[src/rtl/mem_uart_bridge.sv]
// Memory/UART bridge: maps the core's fetch and data ports onto BaseRAM, ExtRAM and an 8N1 UART.
// Define UART_RX_FIFO_EN for a 4-entry RX FIFO; by default a single holding register is used.
module mem_uart_bridge #(
    parameter int unsigned CLK_FREQ = 50_000_000,
    parameter int unsigned BAUD     = 9600
) (
    input  logic        clk,
    input  logic        rst,
    input  logic [31:0] cpu_base_addr_i,
    input  logic        cpu_base_ce_i,
    output logic [31:0] cpu_base_rdata_o,
    input  logic [31:0] cpu_ext_addr_i,
    input  logic [31:0] cpu_ext_wdata_i,
    input  logic [3:0]  cpu_ext_be_i,
    input  logic        cpu_ext_ce_i,
    input  logic        cpu_ext_oe_i,
    input  logic        cpu_ext_we_i,
    output logic [31:0] cpu_ext_rdata_o,
    output logic        to_if_valid_o,
    output logic [19:0] base_ram_addr_o,
    output logic [31:0] base_ram_wdata_o,
    input  logic [31:0] base_ram_rdata_i,
    output logic [3:0]  base_ram_be_n_o,
    output logic        base_ram_ce_n_o,
    output logic        base_ram_oe_n_o,
    output logic        base_ram_we_n_o,
    output logic        base_ram_data_oe_o,
    output logic [19:0] ext_ram_addr_o,
    output logic [31:0] ext_ram_wdata_o,
    input  logic [31:0] ext_ram_rdata_i,
    output logic [3:0]  ext_ram_be_n_o,
    output logic        ext_ram_ce_n_o,
    output logic        ext_ram_oe_n_o,
    output logic        ext_ram_we_n_o,
    output logic        ext_ram_data_oe_o,
    output logic        uart_txd_o,
    input  logic        uart_rxd_i
);

    localparam int unsigned DIV  = CLK_FREQ / BAUD;
    localparam int unsigned HALF = DIV / 2;
    localparam int unsigned CW   = $clog2(DIV) + 1;
    localparam logic [CW-1:0] DIV_M1  = CW'(DIV - 1);
    localparam logic [CW-1:0] HALF_M1 = CW'(HALF - 1);

    typedef enum logic [2:0] {SRC_NONE, SRC_BASE, SRC_EXT, SRC_UART, SRC_ZERO} src_t;
    typedef enum logic [1:0] {TX_IDLE, TX_START, TX_DATA, TX_STOP} tx_state_t;
    typedef enum logic [1:0] {RX_IDLE, RX_START, RX_DATA, RX_STOP} rx_state_t;

    // Address decode of the data port
    logic w_ext_base, w_ext_ext, w_uart_dat, w_uart_sta, w_ext_rd, w_ext_wr;
    assign w_ext_base = cpu_ext_ce_i && (cpu_ext_addr_i[31:22] == 10'h200);
    assign w_ext_ext  = cpu_ext_ce_i && (cpu_ext_addr_i[31:22] == 10'h201);
    assign w_uart_dat = (cpu_ext_addr_i == 32'hBFD0_03F8);
    assign w_uart_sta = (cpu_ext_addr_i == 32'hBFD0_03FC);
    assign w_ext_rd   = cpu_ext_ce_i && cpu_ext_oe_i && !cpu_ext_we_i;
    assign w_ext_wr   = cpu_ext_ce_i && cpu_ext_we_i;

    logic w_unused;
    assign w_unused = ^{cpu_base_addr_i[31:22], cpu_base_addr_i[1:0]};

    logic        w_tx_idle, w_tx_load, w_rx_avail, w_rx_pop, w_push_ok;
    logic [7:0]  w_rx_head;

    // BaseRAM port
    logic [19:0] r_base_addr;
    logic [31:0] r_base_wdata;
    logic [3:0]  r_base_be_n;
    logic        r_base_ce_n, r_base_oe_n, r_base_we_n, r_base_doe, r_fetch_pend;

    always_ff @(posedge clk or negedge rst) begin
        if (!rst) begin
            r_base_addr  <= '0;
            r_base_wdata <= '0;
            r_base_be_n  <= '1;
            r_base_ce_n  <= 1'b1;
            r_base_oe_n  <= 1'b1;
            r_base_we_n  <= 1'b1;
            r_base_doe   <= 1'b0;
            r_fetch_pend <= 1'b0;
        end else if (w_ext_base) begin
            // data access owns BaseRAM; the fetch this cycle is not served
            r_base_addr  <= cpu_ext_addr_i[21:2];
            r_base_ce_n  <= 1'b0;
            r_base_we_n  <= !w_ext_wr;
            r_base_oe_n  <= !w_ext_rd;
            r_base_be_n  <= w_ext_wr ? ~cpu_ext_be_i : (w_ext_rd ? 4'b0000 : 4'b1111);
            r_base_doe   <= w_ext_wr;
            if (w_ext_wr)
                r_base_wdata <= cpu_ext_wdata_i;
            r_fetch_pend <= 1'b0;
        end else if (cpu_base_ce_i) begin
            r_base_addr  <= cpu_base_addr_i[21:2];
            r_base_ce_n  <= 1'b0;
            r_base_we_n  <= 1'b1;
            r_base_oe_n  <= 1'b0;
            r_base_be_n  <= 4'b0000;
            r_base_doe   <= 1'b0;
            r_fetch_pend <= 1'b1;
        end else begin
            r_base_ce_n  <= 1'b1;
            r_base_we_n  <= 1'b1;
            r_base_oe_n  <= 1'b1;
            r_base_be_n  <= 4'b1111;
            r_base_doe   <= 1'b0;
            r_fetch_pend <= 1'b0;
        end
    end

    // ExtRAM port
    logic [19:0] r_ext_addr;
    logic [31:0] r_ext_wdata;
    logic [3:0]  r_ext_be_n;
    logic        r_ext_ce_n, r_ext_oe_n, r_ext_we_n, r_ext_doe;

    always_ff @(posedge clk or negedge rst) begin
        if (!rst) begin
            r_ext_addr  <= '0;
            r_ext_wdata <= '0;
            r_ext_be_n  <= '1;
            r_ext_ce_n  <= 1'b1;
            r_ext_oe_n  <= 1'b1;
            r_ext_we_n  <= 1'b1;
            r_ext_doe   <= 1'b0;
        end else if (w_ext_ext) begin
            r_ext_addr  <= cpu_ext_addr_i[21:2];
            r_ext_ce_n  <= 1'b0;
            r_ext_we_n  <= !w_ext_wr;
            r_ext_oe_n  <= !w_ext_rd;
            r_ext_be_n  <= w_ext_wr ? ~cpu_ext_be_i : (w_ext_rd ? 4'b0000 : 4'b1111);
            r_ext_doe   <= w_ext_wr;
            if (w_ext_wr)
                r_ext_wdata <= cpu_ext_wdata_i;
        end else begin
            r_ext_ce_n  <= 1'b1;
            r_ext_we_n  <= 1'b1;
            r_ext_oe_n  <= 1'b1;
            r_ext_be_n  <= 4'b1111;
            r_ext_doe   <= 1'b0;
        end
    end

    // Read source tracking and UART register snapshot
    src_t        r_rd_src;
    logic [31:0] r_uart_rdata;

    always_ff @(posedge clk or negedge rst) begin
        if (!rst) begin
            r_rd_src     <= SRC_NONE;
            r_uart_rdata <= '0;
        end else begin
            if (!w_ext_rd)
                r_rd_src <= SRC_NONE;
            else if (w_ext_base)
                r_rd_src <= SRC_BASE;
            else if (w_ext_ext)
                r_rd_src <= SRC_EXT;
            else if (w_uart_dat || w_uart_sta)
                r_rd_src <= SRC_UART;
            else
                r_rd_src <= SRC_ZERO;
            r_uart_rdata <= w_uart_sta ? {30'b0, w_rx_avail, w_tx_idle}
                                       : {24'b0, (w_rx_avail ? w_rx_head : 8'h00)};
        end
    end

    logic [31:0] r_base_rdata, r_ext_rdata;
    logic        r_if_valid;

    always_ff @(posedge clk or negedge rst) begin
        if (!rst) begin
            r_base_rdata <= '0;
            r_ext_rdata  <= '0;
            r_if_valid   <= 1'b0;
        end else begin
            r_if_valid <= r_fetch_pend;
            if (r_fetch_pend)
                r_base_rdata <= base_ram_rdata_i;
            case (r_rd_src)
                SRC_BASE: r_ext_rdata <= base_ram_rdata_i;
                SRC_EXT:  r_ext_rdata <= ext_ram_rdata_i;
                SRC_UART: r_ext_rdata <= r_uart_rdata;
                SRC_ZERO: r_ext_rdata <= '0;
                default:  r_ext_rdata <= r_ext_rdata;
            endcase
        end
    end

    // UART transmitter
    tx_state_t      r_tx_state;
    logic [CW-1:0]  r_tx_cnt;
    logic [2:0]     r_tx_bit;
    logic [7:0]     r_tx_shift;
    logic           r_txd;

    assign w_tx_idle = (r_tx_state == TX_IDLE);
    assign w_tx_load = w_ext_wr && w_uart_dat && w_tx_idle;

    always_ff @(posedge clk or negedge rst) begin
        if (!rst) begin
            r_tx_state <= TX_IDLE;
            r_tx_cnt   <= '0;
            r_tx_bit   <= '0;
            r_tx_shift <= '0;
            r_txd      <= 1'b1;
        end else begin
            case (r_tx_state)
                TX_IDLE: begin
                    if (w_tx_load) begin
                        r_tx_shift <= cpu_ext_wdata_i[7:0];
                        r_tx_cnt   <= '0;
                        r_tx_bit   <= '0;
                        r_txd      <= 1'b0;
                        r_tx_state <= TX_START;
                    end
                end
                TX_START: begin
                    if (r_tx_cnt == DIV_M1) begin
                        r_tx_cnt   <= '0;
                        r_txd      <= r_tx_shift[0];
                        r_tx_state <= TX_DATA;
                    end else begin
                        r_tx_cnt <= r_tx_cnt + 1'b1;
                    end
                end
                TX_DATA: begin
                    if (r_tx_cnt == DIV_M1) begin
                        r_tx_cnt <= '0;
                        if (r_tx_bit == 3'd7) begin
                            r_txd      <= 1'b1;
                            r_tx_state <= TX_STOP;
                        end else begin
                            r_tx_bit   <= r_tx_bit + 1'b1;
                            r_tx_shift <= {1'b0, r_tx_shift[7:1]};
                            r_txd      <= r_tx_shift[1];
                        end
                    end else begin
                        r_tx_cnt <= r_tx_cnt + 1'b1;
                    end
                end
                TX_STOP: begin
                    if (r_tx_cnt == DIV_M1) begin
                        r_tx_cnt   <= '0;
                        r_tx_state <= TX_IDLE;
                    end else begin
                        r_tx_cnt <= r_tx_cnt + 1'b1;
                    end
                end
                default: r_tx_state <= TX_IDLE;
            endcase
        end
    end

    // UART receiver: r_rx_s3 is the previous synchronized level for edge detection
    logic r_rx_s1, r_rx_s2, r_rx_s3;

    always_ff @(posedge clk or negedge rst) begin
        if (!rst) begin
            r_rx_s1 <= 1'b1;
            r_rx_s2 <= 1'b1;
            r_rx_s3 <= 1'b1;
        end else begin
            r_rx_s1 <= uart_rxd_i;
            r_rx_s2 <= r_rx_s1;
            r_rx_s3 <= r_rx_s2;
        end
    end

    rx_state_t      r_rx_state;
    logic [CW-1:0]  r_rx_cnt;
    logic [2:0]     r_rx_bit;
    logic [7:0]     r_rx_shift;
    logic [7:0]     r_rx_byte;
    logic           r_rx_push;

    always_ff @(posedge clk or negedge rst) begin
        if (!rst) begin
            r_rx_state <= RX_IDLE;
            r_rx_cnt   <= '0;
            r_rx_bit   <= '0;
            r_rx_shift <= '0;
            r_rx_byte  <= '0;
            r_rx_push  <= 1'b0;
        end else begin
            r_rx_push <= 1'b0;
            case (r_rx_state)
                RX_IDLE: begin
                    if (r_rx_s3 && !r_rx_s2) begin
                        r_rx_cnt   <= '0;
                        r_rx_state <= RX_START;
                    end
                end
                RX_START: begin
                    if (r_rx_cnt == HALF_M1) begin
                        r_rx_cnt   <= '0;
                        r_rx_bit   <= '0;
                        r_rx_state <= r_rx_s2 ? RX_IDLE : RX_DATA;
                    end else begin
                        r_rx_cnt <= r_rx_cnt + 1'b1;
                    end
                end
                RX_DATA: begin
                    if (r_rx_cnt == DIV_M1) begin
                        r_rx_cnt   <= '0;
                        r_rx_shift <= {r_rx_s2, r_rx_shift[7:1]};
                        if (r_rx_bit == 3'd7)
                            r_rx_state <= RX_STOP;
                        else
                            r_rx_bit <= r_rx_bit + 1'b1;
                    end else begin
                        r_rx_cnt <= r_rx_cnt + 1'b1;
                    end
                end
                RX_STOP: begin
                    if (r_rx_cnt == DIV_M1) begin
                        r_rx_cnt   <= '0;
                        r_rx_state <= RX_IDLE;
                        if (r_rx_s2) begin
                            r_rx_push <= 1'b1;
                            r_rx_byte <= r_rx_shift;
                        end
                    end else begin
                        r_rx_cnt <= r_rx_cnt + 1'b1;
                    end
                end
                default: r_rx_state <= RX_IDLE;
            endcase
        end
    end

    assign w_rx_pop = w_ext_rd && w_uart_dat && w_rx_avail;

`ifdef UART_RX_FIFO_EN
    logic [7:0] r_fifo [4];
    logic [1:0] r_wr_ptr, r_rd_ptr;
    logic [2:0] r_count;

    // a pop in the same cycle frees the slot the push needs
    assign w_push_ok  = r_rx_push && ((r_count != 3'd4) || w_rx_pop);
    assign w_rx_avail = (r_count != 3'd0);
    assign w_rx_head  = r_fifo[r_rd_ptr];

    always_ff @(posedge clk or negedge rst) begin
        if (!rst) begin
            for (int unsigned i = 0; i < 4; i++)
                r_fifo[i] <= '0;
            r_wr_ptr <= '0;
            r_rd_ptr <= '0;
            r_count  <= '0;
        end else begin
            if (w_push_ok) begin
                r_fifo[r_wr_ptr] <= r_rx_byte;
                r_wr_ptr <= r_wr_ptr + 1'b1;
            end
            if (w_rx_pop)
                r_rd_ptr <= r_rd_ptr + 1'b1;
            r_count <= r_count + {2'b0, w_push_ok} - {2'b0, w_rx_pop};
        end
    end
`else
    logic [7:0] r_hold;
    logic       r_hold_full;

    assign w_push_ok  = r_rx_push && (!r_hold_full || w_rx_pop);
    assign w_rx_avail = r_hold_full;
    assign w_rx_head  = r_hold;

    always_ff @(posedge clk or negedge rst) begin
        if (!rst) begin
            r_hold      <= '0;
            r_hold_full <= 1'b0;
        end else begin
            if (w_push_ok)
                r_hold <= r_rx_byte;
            r_hold_full <= w_push_ok || (r_hold_full && !w_rx_pop);
        end
    end
`endif

    assign cpu_base_rdata_o   = r_base_rdata;
    assign cpu_ext_rdata_o    = r_ext_rdata;
    assign to_if_valid_o      = r_if_valid;
    assign base_ram_addr_o    = r_base_addr;
    assign base_ram_wdata_o   = r_base_wdata;
    assign base_ram_be_n_o    = r_base_be_n;
    assign base_ram_ce_n_o    = r_base_ce_n;
    assign base_ram_oe_n_o    = r_base_oe_n;
    assign base_ram_we_n_o    = r_base_we_n;
    assign base_ram_data_oe_o = r_base_doe;
    assign ext_ram_addr_o     = r_ext_addr;
    assign ext_ram_wdata_o    = r_ext_wdata;
    assign ext_ram_be_n_o     = r_ext_be_n;
    assign ext_ram_ce_n_o     = r_ext_ce_n;
    assign ext_ram_oe_n_o     = r_ext_oe_n;
    assign ext_ram_we_n_o     = r_ext_we_n;
    assign ext_ram_data_oe_o  = r_ext_doe;
    assign uart_txd_o         = r_txd;

endmodule

[config.mk]
export PLATFORM = sky130hd
export DESIGN_NAME = mem_uart_bridge
export DESIGN_NICKNAME = d
export VERILOG_FILES = /design/src/rtl/mem_uart_bridge.sv
export SDC_FILE = /design/constraint.sdc
export NUM_CORES = 1
export LEC_CHECK = 0
export CORE_MARGIN = 4
export CORE_UTILIZATION = 52
export CTS_BUF_LIST = sky130_fd_sc_hd__clkbuf_8
export CTS_CLUSTER_DIAMETER = 200
export DETAILED_ROUTE_END_ITERATION = 8
export GPL_TIMING_DRIVEN = 0
export HOLD_SLACK_MARGIN = 0.03
export MAX_ROUTING_LAYER = met4
export PLACE_DENSITY = 0.88
export SLEW_MARGIN = 10
export SYNTH_ARGS = -nofsm -noshare
export SYNTH_HDL_FRONTEND = slang
export SYNTH_SLANG_ARGS = --single-unit
[constraint.sdc]
create_clock -name clk -period 3.37 [get_ports clk]
set_input_delay 1.011 -clock clk [delete_from_list [all_inputs] [get_ports clk]]
set_output_delay 1.011 -clock clk [all_outputs]
set_load 0.005 [all_outputs]
==> flow_metrics.py, run 1 <==
metrics = {
    "yosys": {
        "netlist_top_cells_area": "dfrtp_1 55%, mux2_2 13%, nand2_1 5.0%",
        "ys_seq_elements": 273,
        "synth-xor-area-share": 0.00152,
        "ys.flop_type": "dfrtp_1",
        "synth_compound_area_frac": 0.0936,
        "ys_seq_area_frac": 0.593,
        "synth_top_family_by_area": "multiplexers",
        "synth_top_area_cell": "dfrtp_1",
        "ys_types": 59,
        "syn_area_um2": 11600,
        "syn_avg_cell_area_um2": 11.8,
        "synthCells": 978,
        "synth-edff-count": 0,
        "synth_top_area_frac": 0.552,
        "synth-async-reset-ratio": 1.00,
        "synth-simple-area-share": 0.117,
        "syn_nets": 1159,
        "synthAdderAreaFrac": 0.0108,
        "synthMuxAreaShare": 0.160,
        "yosysWarnings": 0,
    },
    "hold_path": {
        "hold_path_depth": 0,
        "hold_path_end": "r_rx_s2",
        "hold_path_class": "reg2reg",
        "min-delay-start": "r_rx_s1",
    },
    "setup_path": {
        "reg2reg_from": "r_tx_state[0]",
        "cpMaxStageDelayCell": "clkdlybuf4s50_1",
        "cp_common_cell": "nor2_4",
        "crit_chain": "clkdlybuf4s50_1 > nor4_1 > nand4b_1 > buf_4 > nor2_4 > inv_1 > nor2_4 > buf_2 > mux2_2",
        "critical_path.max_stage_delay_ps": 460,
        "cp_num_buf_inv": 4,
        "end_kind": "flip-flop",
        "crit_required_ps": 3790,
        "crit_fanout": 10,
        "r2r_setup_slack_ps": 770,
        "ff2ff_path_depth": 8,
        "critPathKind": "in2reg",
        "setup.worst_path.start_class": "primary input",
        "reg2reg_to": "r_tx_cnt[13]",
        "critPathTopFamily": "buffers and inverters",
        "arrival_ps": 3550,
    },
    "timing": {
        "hold_ws_ps": 348,
        "slew_headroom": 0.455,
        "report.final.slew_viol_count": 0,
        "worst_pin_slew_ps": 817,
        "setup_viol": 0,
        "finalClockSkew_ps": 21.4,
        "finalHoldViolations": 0,
        "timing.final.crit_share": 0.928,
        "period_needed_ps": 3130,
        "max_freq_ghz": 0.320,
        "grt_setup_unrepaired": "no",
    },
    "global_route": {
        "grt_pass1_vias": 9725,
        "antenna_found_initial": 4,
        "grt_start_max_net_pins": 115,
        "overflow": 0,
        "grt_pass1_wl_um": 52800,
        "grtUsageTotal": 0.278,
    },
    "pwr": {
        "leakagePower_uw": 0.00734,
        "p_per_area_nw_per_um2": 446,
        "ir_worst_vdd_mv": 0.296,
        "p_total_uw": 7300,
    },
    "clocking": {
        "cts-buffers-inserted": 45,
        "root_buffer": "clkbuf_8",
        "path_clk_slew_ps": 60,
        "cts.sinks": 273,
        "clk_path_buf_depth": 3,
        "htree_levels": 2,
        "cts_tree": "built",
        "clk_latency_ps": 550,
        "ctsHoldBuffers": 0,
    },
    "cells_and_area": {
        "area_growth_syn_to_layout_pct": 41.6,
        "drive_gt1_frac": 0.177,
        "fin_cells": 1690,
        "layout.nets": 1552,
    },
    "detailed_routing": {
        "routed_wl_um": 34000,
        "drt_pass1_iterations": 5,
        "drcViolationCount": 0,
        "antenna_left": 0,
        "viasPerCell": 5.60,
        "via_count": 9463,
        "drt-initial-drc-count": 602,
        "routedWlPerCell_um": 20.1,
    },
    "floorplan": {
        "dieHeight_um": 157,
        "core_area_um2": 21800,
        "die_w_um": 157,
        "io_pins": 357,
        "row_count": 54,
        "start_util": 0.530,
        "die_area_um2": 24700,
    },
    "placement": {
        "port_buffers": 343,
        "gp_congestion": 0.931,
        "dp.cells": 1603,
        "place_hpwl_um": 25400,
    },
    "job": {
        "cap_violations": 0,
    },
    "run_status": {
        "status": "finished, final reports clean",
    },
}
## cells by family (layout without fill, tap and decap cells)
logic type / Yosys count / after routing
and+or+nand+nor: 283 / 283
DFF: 273 / 273
AOI/OAI and AO/OA: 172 / 172
muxes: 167 / 167
buffers and inverters: 71 / 498
adders and majority gates: 10 / 10
xor gates and xnor gates: 2 / 2
other: 0 / 5
## power breakdown
group / switching [µW] / internal (µW)
sequential: 90.6 / 3410
clock: 1310 / 1610
combinational: 416 / 468
## synthesized netlist by cell type (all sizes together), types with 2 or more instances
cell type and count:
a211oi 12, a21oi 21, a22o 5, a22oi 24, a31oi 28, a41oi 6
and2 10, and3 3, and4 3, and4b 2, buf 13, clkbuf 37
dfrtp 255, dfstp 18, ha 10, inv 20, mux2 138, mux2i 29
nand2 154, nand2b 7, nand3 12, nand4 8, nand4b 2, nand4bb 2
nor2 46, nor2b 4, nor3 6, nor4 6, nor4b 4, nor4bb 4
o21ai 63, o22ai 5, or3 4, xnor2 2
## timing repair
item                                    in CTS  in global routing
endpoints found under the setup margin      28                 47
resized for setup                            1                  3
pin swaps                                    0                  1
setup buffers                                0                  1
gates cloned                                 0                  0
## cell usage in the layout, fill, tap and decap left out, drive strengths merged, types with 12 or more instances in the layout
| cell type | count |
|---|---|
| clkdlybuf4s50 | 342 |
| dfrtp | 255 |
| nand2 | 154 |
| mux2 | 138 |
| clkbuf | 98 |
| o21ai | 63 |
| nor2 | 46 |
| inv | 39 |
| mux2i | 29 |
| a31oi | 28 |
| a22oi | 24 |
| a21oi | 21 |
| dfstp | 18 |
| buf | 17 |
| nand3 | 12 |
| a211oi | 12 |
## state kept, by name (all words and copies together) (netlist names), 2 cells and up, named ones only
signal / count
base_ram_addr_o: 20
base_ram_be_n_o: 4
base_ram_wdata_o: 32
cpu_base_rdata_o: 32
cpu_ext_rdata_o: 32
ext_ram_addr_o: 20
ext_ram_be_n_o: 4
ext_ram_wdata_o: 32
r_hold: 8
r_rd_src: 3
r_rx_bit: 3
r_rx_byte: 8
r_rx_cnt: 14
r_rx_shift: 8
r_tx_bit: 3
r_tx_cnt: 14
r_tx_shift: 8
r_tx_state: 2
r_uart_rdata: 8
## area by class of cell
cell class | instances | area [µm²]
repair buffers | 346 | 3500
flip-flops and latches | 273 | 6850
clock buffers | 61 | 840
plain buffers | 50 | 199
fillers | 1428 | 5460
diodes | 5 | 12.5
multi-input cells | 634 | 4450
clock inverters | 20 | 81.3
inverters | 21 | 78.8
well taps | 280 | 350
## per-layer routing
layer | share of wire | global-route usage
met5 | 0 | -
met1 | 0.38 | 0.327
met2 | 0.51 | 0.470
met4 | 0.040 | 0.114
met3 | 0.069 | 0.0569
## metrics by stage
step                 util  TNS [ps]  area [µm²]  worst slack, ps
floorplan               -         0       11600              576
global placement    0.703  -2716020       15300           -10100
detailed placement  0.706    -31970       15400             -686
CTS                 0.748         0       16300             57.3
global route        0.750         0       16400              129
finish              0.750         0       16400              241
## worst max-delay path by stage
| stage | from | endpoint | slack (ps) | cells past startpoint |
|---|---|---|---|---|
| 2_1_floorplan | cpu_ext_addr_i[28] | ext_ram_wdata_o[10] | 580 | 7 |
| 3_3_place_gp | rst | cpu_ext_rdata_o[18] | -10100 | 1 |
| 3_5_place_dp | cpu_ext_addr_i[24] | ext_ram_wdata_o[7] | -690 | 8 |
| 4_1_cts | cpu_ext_addr_i[24] | ext_ram_wdata_o[13] | 60 | 8 |
| 5_1_grt | cpu_ext_addr_i[24] | ext_ram_wdata_o[12] | 130 | 9 |
| 6_report | cpu_ext_addr_i[24] | ext_ram_wdata_o[12] | 240 | 9 |
Note: power is estimated with default switching activity, not from simulation.
==> run 2: changes to the inputs <==
- SLEW_MARGIN: 10 -> not set
==> results of run 2 <==
The final DEF is identical to that of run 1; final timing and power are the same.
==> run 3: changes to the inputs <==
- ABC_AREA: not set -> 1
- CORE_UTILIZATION: 52 -> 53
- PLACE_DENSITY: 0.88 -> 0.89
==> flow_metrics.py, run 3 <==
metrics = {
    "run_status": {
        "status": "finished, final reports clean",
    },
    "detailed_routing": {
        "viasPerCell": 5.49,
        "drcViolationCount": 0,
        "wl_met3_um": 2560,
        "drt-met1-wl_um": 14000,
        "via_count": 11200,
        "drt_pass1_iterations": 5,
        "drt-initial-drc-count": 853,
        "antenna_left": 0,
        "wl_met2_um": 19100,
        "routed_wl_um": 37900,
        "top_layer_used": "met4",
        "routedWlPerCell_um": 18.7,
    },
    "setup_path": {
        "critPathTopFamily": "buffers and inverters",
        "cpMaxStageDelayCell": "clkdlybuf4s50_1",
        "cp_num_cells": 1,
        "arrival_ps": 1630,
        "critPathLaunch": "ext_ram_be_n_o[1]",
        "crit_chain": "clkdlybuf4s50_1",
        "cp_num_buf_inv": 1,
        "ff2ff_path_depth": 7,
        "end_kind": "output pin",
        "setup.worst_path.start_class": "flip-flop",
        "crit_required_ps": 2360,
        "crit_fanout": 1,
        "critical_path.max_stage_delay_ps": 560,
        "reg2reg_to": "r_tx_shift[5]",
        "endpoint": "ext_ram_be_n_o[1]",
        "reg2reg_from": "r_tx_state[0]",
        "critPathKind": "reg2out",
        "r2r_setup_slack_ps": 1430,
    },
    "placement": {
        "gp_congestion": 0.937,
        "place_hpwl_um": 28500,
        "dpl_worst_slack_ps": 375,
        "port_buffers": 344,
        "postPlaceCellArea_um2": 15800,
    },
    "clocking": {
        "path_clk_slew_ps": 60,
        "clk_path_buf_depth": 3,
        "root_buffer": "clkbuf_8",
        "cts_setup_buffers": 0,
        "cts-resized-gates": 0,
        "clk_latency_ps": 560,
        "ctsHoldBuffers": 0,
        "cts-buffers-inserted": 45,
        "htree_levels": 2,
        "cts.sinks": 273,
        "cts_tree": "built",
    },
    "floorplan": {
        "die_w_um": 158,
        "io_pins": 357,
        "start_util": 0.543,
        "die_area_um2": 25000,
        "dieHeight_um": 158,
        "row_count": 54,
        "core_area_um2": 22000,
    },
    "cells_and_area": {
        "drive_gt1_frac": 0.0984,
        "fillerInstances": 1412,
        "layout.nets": 1894,
        "final_common_cell": "clkdlybuf4s50_1",
        "utilization": 0.760,
        "layout_common_cells": "343 x clkdlybuf4s50_1, 330 x nand2_1, 255 x dfrtp_1, 157 x inv_1, 123 x nand3_1",
        "finalInstanceArea_um2": 16700,
        "area_growth_syn_to_layout_pct": 40.0,
    },
    "global_route": {
        "grt_pass1_wl_um": 59000,
        "antenna_found_initial": 4,
        "overflow": 0,
        "grtUsageTotal": 0.306,
        "grt_start_max_net_pins": 126,
        "grt_pass1_vias": 11200,
    },
    "yosys": {
        "ys_seq_elements": 273,
        "synth_top_area_frac": 0.534,
        "ys.flop_type": "dfrtp_1",
        "synth_top_area_cell": "dfrtp_1",
        "netlist_top_cells_area": "dfrtp_1 53%, nand2_1 10%, nand3_1 5.1%",
        "synthTopCellsByCount": "330 x nand2_1, 255 x dfrtp_1, 137 x inv_1, 123 x nand3_1, 96 x nor2_1",
        "synth.most_common_cell": "nand2_1",
        "synth-async-reset-ratio": 1.00,
        "ys_seq_area_frac": 0.573,
        "synthCells": 1320,
        "synth-edff-count": 0,
        "syn_avg_cell_area_um2": 9.06,
        "yosysWarnings": 0,
        "ys_types": 38,
        "syn_area_um2": 12000,
        "syn_nets": 1501,
    },
    "timing": {
        "setup_slack_ps": 729,
        "period_needed_ps": 2640,
        "setup_viol": 0,
        "max_freq_ghz": 0.379,
        "slew_headroom": 0.584,
        "grt_setup_unrepaired": "no",
        "report.final.slew_viol_count": 0,
        "hold_ws_ps": 354,
        "finalClockSkew_ps": 30.7,
        "worst_pin_slew_ps": 625,
        "finalHoldViolations": 0,
        "timing.final.crit_share": 0.784,
    },
    "pwr": {
        "p_per_area_nw_per_um2": 463,
        "ir_worst_vdd_mv": 0.412,
        "leakagePower_uw": 0.00778,
    },
    "hold_path": {
        "min-delay-start": "r_rx_s1",
        "hold_path_class": "reg2reg",
    },
    "job": {
        "cap_violations": 0,
    },
}
run 3: cell count changes in the layout (fill, tap and decap cells not counted), sizes merged, moves of 23 or more:
cell,change
nor2,+55
inv,+125
mux2i,-29
mux2,-105
a22oi,-24
o21ai,+80
o211ai,+23
nand2,+182
nand3,+113
run 3: final cells by class:
cell class | count | area (µm²) | share of cell area
sequential | 273 | 6850 | 0.409
multi-input combinational | 849 | 4280 | 0.255
timing repair buffer | 346 | 3500 | 0.209
clock buffer | 57 | 785 | 0.0469
inverter | 142 | 533 | 0.0318
tap | 280 | 350 | 0.0209
buffer | 56 | 298 | 0.0178
clock inverter | 25 | 135 | 0.00807
antenna | 4 | 10.0 | 0.000598
run 3: report_power, final:
group | switching (µW) | internal, µW
clock network | 1300 | 1600
logic | 575 | 606
registers | 153 | 3510
run 3: how the worst min path moves through the flow:
stage / end / slack (ps) / cells after the start
2_1_floorplan: r_rx_s2 / 350 / 0
3_3_place_gp: r_rx_s2 / 350 / 0
3_5_place_dp: r_rx_s2 / 350 / 0
4_1_cts: cpu_base_rdata_o[19] / 350 / 1
5_1_grt: r_rx_s2 / 360 / 0
6_report: r_rx_s2 / 350 / 0
run 3: metal layers:
layer | GRT usage | up-vias
li1 | - | 5122
met5 | - | -
met2 | 0.509 | 491
met3 | 0.0571 | 153
met4 | 0.166 | 0
met1 | 0.350 | 5388
run 3: metrics by stage:
| stage | power [µW] | cells | setup TNS, ps |
|---|---|---|---|
| finish | 7750 | 2032 | 0 |
| global route | 8090 | 2032 | 0 |
| CTS | 7790 | 2028 | 0 |
| detailed placement | 4880 | 1946 | 0 |
| global placement | 4830 | 1944 | -2690480 |
| floorplan | 4150 | 1320 | 0 |
run 3: cell families after synthesis:
family	count (synthesis)	share of synthesized area
AO/OA/AOI/OAI	210	0.103
XOR/XNOR	4	0.00293
adder cells (fa/ha/maj)	10	0.0105
buffers and inverters	198	0.0695
flip-flops	273	0.573
multiplexers	33	0.0311
AND/OR/NAND/NOR	592	0.210
